==> src/rtl/div_pkg.sv <==
// Shared types and constants for the iterative restoring divider.
package div_pkg;

  typedef enum logic [1:0] {
    StIdle = 2'b00,
    StRun  = 2'b01,
    StFix  = 2'b10
  } div_state_e;

  // Fill bit for the divide-by-zero quotient (all ones at any width).
  localparam logic DivZeroFill = 1'b1;

  localparam int unsigned DefaultWidth = 32;

  // Step counter must hold the value WIDTH itself.
  function automatic int unsigned cnt_width(input int unsigned width);
    return $clog2(width + 1);
  endfunction

endpackage

==> src/rtl/div_step.sv <==
// One combinational restoring-division step: shift {R,Q} left, subtract divisor if it fits.
module div_step #(
  parameter int unsigned WIDTH = 32
) (
  input  logic [WIDTH-1:0] r_i,
  input  logic [WIDTH-1:0] q_i,
  input  logic [WIDTH-1:0] d_i,
  output logic [WIDTH-1:0] r_o,
  output logic [WIDTH-1:0] q_o
);

  logic [WIDTH:0]   r_sh;
  logic [WIDTH-1:0] diff;

  assign r_sh = {r_i, q_i[WIDTH-1]};
  // The result is below d_i when taken, so the low WIDTH bits of the difference are exact.
  assign diff = r_sh[WIDTH-1:0] - d_i;

  always_comb begin
    if (r_sh >= {1'b0, d_i}) begin
      r_o = diff;
      q_o = {q_i[WIDTH-2:0], 1'b1};
    end else begin
      r_o = r_sh[WIDTH-1:0];
      q_o = {q_i[WIDTH-2:0], 1'b0};
    end
  end

endmodule

==> src/rtl/seq_divider.sv <==
// Iterative restoring divider, one quotient bit per clock, start/busy/done handshake.
// Define DIV_SIGNED_EN for two's-complement operands with truncating-division sign fix-up.
module seq_divider
  import div_pkg::*;
#(
  parameter int unsigned WIDTH = DefaultWidth
) (
  input  logic             clk,
  input  logic             rst,
  input  logic             start,
  input  logic [WIDTH-1:0] dividend,
  input  logic [WIDTH-1:0] divisor,
  output logic             busy,
  output logic             done,
  output logic [WIDTH-1:0] quotient,
  output logic [WIDTH-1:0] remainder,
  output logic             div_zero
);

  localparam int unsigned CntW = cnt_width(WIDTH);

  div_state_e       state_q, state_d;
  logic [CntW-1:0]  count_q, count_d;
  logic [WIDTH-1:0] r_q, r_d;
  logic [WIDTH-1:0] q_q, q_d;
  logic [WIDTH-1:0] dvs_q, dvs_d;
  logic             qneg_q, qneg_d;
  logic             rneg_q, rneg_d;
  logic [WIDTH-1:0] quotient_q, quotient_d;
  logic [WIDTH-1:0] remainder_q, remainder_d;
  logic             div_zero_q, div_zero_d;

  logic             dvd_neg, dvs_neg;
  logic [WIDTH-1:0] dvd_mag, dvs_mag;
  logic [WIDTH-1:0] step_r, step_q;
  logic [WIDTH-1:0] step_r_neg, step_q_neg;

`ifdef DIV_SIGNED_EN
  assign dvd_neg = dividend[WIDTH-1];
  assign dvs_neg = divisor[WIDTH-1];
`else
  assign dvd_neg = 1'b0;
  assign dvs_neg = 1'b0;
`endif

  // |MIN| wraps back to MIN, which is the correct unsigned magnitude.
  assign dvd_mag = dvd_neg ? (~dividend + WIDTH'(1)) : dividend;
  assign dvs_mag = dvs_neg ? (~divisor + WIDTH'(1)) : divisor;

  div_step #(
    .WIDTH (WIDTH)
  ) u_step (
    .r_i (r_q),
    .q_i (q_q),
    .d_i (dvs_q),
    .r_o (step_r),
    .q_o (step_q)
  );

  assign step_q_neg = ~step_q + WIDTH'(1);
  assign step_r_neg = ~step_r + WIDTH'(1);

  always_comb begin
    state_d     = state_q;
    count_d     = count_q;
    r_d         = r_q;
    q_d         = q_q;
    dvs_d       = dvs_q;
    qneg_d      = qneg_q;
    rneg_d      = rneg_q;
    quotient_d  = quotient_q;
    remainder_d = remainder_q;
    div_zero_d  = div_zero_q;

    unique case (state_q)
      StIdle: begin
        if (start) begin
          if (divisor == '0) begin
            state_d     = StFix;
            quotient_d  = {WIDTH{DivZeroFill}};
            remainder_d = dividend;
            div_zero_d  = 1'b1;
          end else begin
            state_d = StRun;
            count_d = CntW'(WIDTH);
            r_d     = '0;
            q_d     = dvd_mag;
            dvs_d   = dvs_mag;
            qneg_d  = dvd_neg ^ dvs_neg;
            rneg_d  = dvd_neg;
          end
        end
      end
      StRun: begin
        count_d = count_q - CntW'(1);
        r_d     = step_r;
        q_d     = step_q;
        // Last step: publish sign-corrected results so they are valid in the done cycle.
        if (count_q == CntW'(1)) begin
          state_d     = StFix;
          quotient_d  = qneg_q ? step_q_neg : step_q;
          remainder_d = rneg_q ? step_r_neg : step_r;
          div_zero_d  = 1'b0;
        end
      end
      StFix: begin
        state_d = StIdle;
      end
      default: begin
        state_d = StIdle;
      end
    endcase
  end

  always_ff @(posedge clk) begin
    if (rst) begin
      state_q     <= StIdle;
      count_q     <= '0;
      r_q         <= '0;
      q_q         <= '0;
      dvs_q       <= '0;
      qneg_q      <= 1'b0;
      rneg_q      <= 1'b0;
      quotient_q  <= '0;
      remainder_q <= '0;
      div_zero_q  <= 1'b0;
    end else begin
      state_q     <= state_d;
      count_q     <= count_d;
      r_q         <= r_d;
      q_q         <= q_d;
      dvs_q       <= dvs_d;
      qneg_q      <= qneg_d;
      rneg_q      <= rneg_d;
      quotient_q  <= quotient_d;
      remainder_q <= remainder_d;
      div_zero_q  <= div_zero_d;
    end
  end

  assign busy      = (state_q != StIdle);
  assign done      = (state_q == StFix);
  assign quotient  = quotient_q;
  assign remainder = remainder_q;
  assign div_zero  = div_zero_q;

endmodule

==> config.mk <==
export PLATFORM = sky130hd
export DESIGN_NAME = seq_divider
export DESIGN_NICKNAME = d
export VERILOG_FILES = /design/src/rtl/div_pkg.sv /design/src/rtl/div_step.sv /design/src/rtl/seq_divider.sv
export SDC_FILE = /design/constraint.sdc
export NUM_CORES = 1
export LEC_CHECK = 0
export CAP_MARGIN = 0
export CELL_PAD_IN_SITES_DETAIL_PLACEMENT = 1
export CELL_PAD_IN_SITES_GLOBAL_PLACEMENT = 2
export CORE_MARGIN = 4
export CORE_UTILIZATION = 30
export DETAILED_ROUTE_END_ITERATION = 10
export PLACE_DENSITY_LB_ADDON = 0.3
export SLEW_MARGIN = 20
export SYNTH_ARGS = -nofsm -noshare
export SYNTH_HDL_FRONTEND = slang
export SYNTH_HIERARCHICAL = 1
export SYNTH_SLANG_ARGS = --single-unit
==> constraint.sdc <==
create_clock -name clk -period 3.09 [get_ports clk]
set_clock_uncertainty 0.05 [all_clocks]
set_input_delay 0.7725 -clock clk [delete_from_list [all_inputs] [get_ports clk]]
set_output_delay 0.7725 -clock clk [all_outputs]
set_load 0.02 [all_outputs]
==> metrics.csv <==
stage,metric,value,unit
drt,remaining_drc_errors,0,
critical_path,worst_r2r_path_depth,15,
floorplanning,core.rowCount,66,
critical_path,cp_slowest_stage_delay,0.35,ns
critical_path,setup_slack_of_the_most_critical_reg_to_reg_path,0.01,ns
power,pwr_density_cell,1132,nW/um^2
power,cellLeakagePower,4.872,nW
critical_path,crit_required,3.36,ns
critical_path,critPathBufInv,4,
drt,postRouteAntennaNets,0,
synth,synth_enable_flop_cells,0,
cts,max-clock-path-buffers,2,
global_route,grt_start_max_net_pins,68,
min_path,hold-path-cell-count,2,
placement,dpl-instance-area,12050,sq um
timing,max_slew.worst_pin.slew,0.7011,ns
floorplanning,die_height,190,microns
critical_path,worstSetupPathType,reg -> reg,
critical_path,crit_end,r_q[22]$_SDFFE_PP0P_,
drt,wl_per_cell,19.46,microns
job,max-cap-violations,0,
critical_path,cp.depth,15,
drt,first_pass_iters,8,
min_path,hold_path.class,reg -> reg,
critical_path,ordered_cell_list_for_the_critical_path,inv_2 -> ha_4 -> a21oi_4 -> a211oi_2 -> or3_4 -> nor4b_4 -> buf_4 -> o21ai_2 -> a31oi_4 -> o21a_4 -> inv_6 -> buf_12 -> mux2_4 -> a22oi_2 -> a21oi_2,
cts,ctsHtreeMaxLevel,4,
cts,clkSlewWorstSetupHoldPaths,0.07,ns
layout,layout-drive-gt1-share,0.2568,
layout,non_filler_instance_count_after_layout,1771,
timing,setup_repair_after_global_routing_missed_its_margin,yes,
layout,final_util,0.4048,
synth,netlist_area_before_placement,9937,sq um
cts,tritoncts,built,
critical_path,timing.critical_path.from_type,flip-flop,
critical_path,critPathMaxFanout,10,
synth,synth_top_area_cell,dfxtp_1,
drt,vias,9293,
synth,postSynth.topFlopCell,dfxtp_1,
drt,drt_iter0_markers,473,
critical_path,reg2reg_to,r_q[22]$_SDFFE_PP0P_,
drt,via_cell_ratio,5.247,
outcome,outcome,completed,
cts,clock_tree.root_cell,clkbuf_16,
synth,ys_ff_latch,169,
critical_path,r2r_start,dvs_q[7]$_SDFFE_PP0P_,
timing,max_clock_freq,325.1,MHz
timing,period_share,0.9955,
timing,setup_viol,0,
layout,post_route_cell_area,13200,sq um
critical_path,critical-path-slowest-cell,or3_4,
global_route,antenna_found_initial,1,
critical_path,worst_ep_arrival_time,3.34,ns
timing,worst_slew_margin_rel,0.5315,
placement,gpl.final_weighted_congestion,0.8020,
placement,post-place-cells,1729,
synth,async_flop_share,0,
layout,fillCellCount,3776,
floorplanning,die_width,190,microns
timing,final_hold_viol_count,0,
synth,synth_largest_type_area_fraction,0.3405,
cts,cts-hold-fix-buffers,0,
global_route,track_usage,0.1878,
synth,synth.net_count,1284,
synth,synth_seq_area_share,0.3405,
synth,ys_warn_count,6,
drt,total_routed_length,34.46,mm
layout,nNetsFinal,1417,
synth,number_of_unique_standard_cell_types_used_by_synthesis,65,
timing,fin_ws,0.01382,ns
global_route,grt_overflow,0,
critical_path,worstSetupStartpoint,dvs_q[7]$_SDFFE_PP0P_,
critical_path,family_with_the_most_delay_on_the_worst_path,compound AO/OA/AOI/OAI gates,
floorplanning,design.core.area,32620,sq um
floorplanning,design.die.area,36100,sq um
placement,detailedPlacementHpwl,24.85,mm
power,irDropWorstVdd,0.0007601,V
floorplanning,io_pins,134,
global_route,grt_first_pass_wirelength,54.13,mm
synth,synthesis.instances,1182,
cts,cts_num_sinks,169,
synth,postSynthAreaPerCell,8.407,sq um
timing,timing_max_transition_violations_final,0,
cts,total_clock_buffers_created_by_cts,17,
layout,area_added_between_synthesis_and_finish,32.86,%
critical_path,setup.worst_path.end_class,flip-flop,
placement,post-place-ws,-0.2187,ns
floorplanning,starting_density_of_the_core,0.3046,
timing,period_minus_slack,3.076,ns
global_route,vias_in_the_first_global_route,9676,
cts,worst_skew_pair_latency,0.44,ns
placement,port_buffers,133,
synth,synthTopCellsByArea,"dfxtp_1 34%, a21oi_1 6.5%, nand3b_1 5.1%",
## cells in the mapped netlist, types with 3 or more instances
| cell type | number |
|---|---|
| nor4_2 | 36 |
| ha_1 | 34 |
| a21boi_0 | 3 |
| o21ai_0 | 14 |
| nor3_1 | 72 |
| buf_4 | 35 |
| a222oi_1 | 32 |
| mux2_4 | 9 |
| nand3b_1 | 67 |
| a211oi_1 | 4 |
| xnor2_1 | 18 |
| a22oi_1 | 34 |
| dfxtp_1 | 169 |
| a31oi_1 | 5 |
| mux2_2 | 22 |
| inv_1 | 43 |
| o21a_1 | 4 |
| xor2_1 | 8 |
| nor2_1 | 125 |
| mux2i_1 | 3 |
| o21ai_2 | 3 |
| and2_1 | 3 |
| a21oi_1 | 130 |
| nor4_1 | 7 |
| nor3b_1 | 4 |
| nor3_2 | 32 |
| nand3_1 | 13 |
| a31o_2 | 3 |
| o21bai_1 | 4 |
| a221oi_1 | 3 |
| a21o_1 | 9 |
| nand4_1 | 10 |
| buf_2 | 15 |
| buf_6 | 7 |
| o211ai_1 | 3 |
| nor2b_1 | 8 |
| nand2_1 | 92 |
| and3_1 | 3 |
| clkbuf_1 | 66 |
## through the flow
| step | hold WS [ns] | setup TNS, ns | total power [mW] |
|---|---|---|---|
| floorplan | 0.3863 | 0 | 8.548 |
| global placement | 0.3960 | -1.084 | 11.29 |
| detailed placement | 0.3999 | -7.254 | 11.40 |
| CTS | 0.4098 | -0.0003404 | 14.24 |
| global route | 0.4246 | -2.874 | 15.95 |
| finish | 0.4055 | 0 | 14.94 |
## layout by cell type (no fill, tap or decap), types with 25 or more instances in the layout
master / count
nand3b_1: 67
ha_1: 25
a21oi_1: 123
buf_4: 94
inv_1: 42
nor3_2: 33
dfxtp_1: 158
nand2_1: 92
clkdlybuf4s50_1: 132
nor4_2: 37
a222oi_1: 32
nor2_1: 106
nor3_1: 71
## worst min path at each step
stage | startpoint | slack (ns) | endpoint
global placement | dvs_q[10]$_SDFFE_PP0P_ | 0.40 | dvs_q[10]$_SDFFE_PP0P_
global route | dvs_q[24]$_SDFFE_PP0P_ | 0.42 | dvs_q[24]$_SDFFE_PP0P_
detailed placement | dvs_q[21]$_SDFFE_PP0P_ | 0.40 | dvs_q[21]$_SDFFE_PP0P_
finish | dvs_q[16]$_SDFFE_PP0P_ | 0.41 | dvs_q[16]$_SDFFE_PP0P_
CTS | dvs_q[26]$_SDFFE_PP0P_ | 0.41 | dvs_q[26]$_SDFFE_PP0P_
floorplan | dvs_q[10]$_SDFFE_PP0P_ | 0.39 | dvs_q[10]$_SDFFE_PP0P_
## cells by family (layout without fill, tap and decap cells)
family | Yosys count | after routing | synth area share
simple gates | 485 | 485 | 0.2887
compound gates | 264 | 264 | 0.1757
flops | 169 | 169 | 0.3405
buf+inv | 169 | 315 | 0.08587
fa+ha+maj | 35 | 35 | 0.04483
mux | 34 | 34 | 0.04155
xor+xnor | 26 | 26 | 0.02292
other cells | 0 | 1 | 0
## report_power, final
part           total (mW)  switching (mW)  internal (mW)
sequential           2.73           0.294           2.44
combinational        9.99            4.99           4.99
clock                2.22           0.949           1.27
## metal layers
layer,vias to the layer above,routed length (microns),track usage
met5,-,0,0
met4,0,577,0.04619
met3,33,1029,0.03248
met2,149,17500,0.3304
met1,4609,15350,0.2391
li1,4502,-,-
## state kept, by name (all words and copies together) (netlist names)
signal,count
dvs_q,32
q_q,32
quotient,32
r_q,32
remainder,32
count_q,6
state_q,2
div_zero,1
## timing repair
action                                  CTS  global route
endpoints found under the setup margin   59            60
setup buffers                             6             3
pin swaps                                19            24
resized for setup                        46            60
## worst register-to-register path: stages, from the launching register on
cell	delay [ns]
dfxtp_2	0.33
inv_2	0.05
ha_4	0.26
a21oi_4	0.15
a211oi_2	0.09
or3_4	0.35
nor4b_4	0.33
buf_4	0.18
o21ai_2	0.06
a31oi_4	0.16
o21a_4	0.17
inv_6	0.06
buf_12	0.15
mux2_4	0.33
a22oi_2	0.17
a21oi_2	0.07
## area by class of cell
type                       instances  area (sq um)  share of cell area
multi-input combinational        844          6210              0.4703
sequential                       169          3400              0.2575
timing repair buffer             239          2278              0.1726
tap                              442         553.0             0.04189
clock buffer                      21         440.4             0.03336
inverter                          44         170.2             0.01289
clock inverter                    11         148.9             0.01128
antenna                            1         2.502           0.0001895
Power figures use the tool's default switching activity.
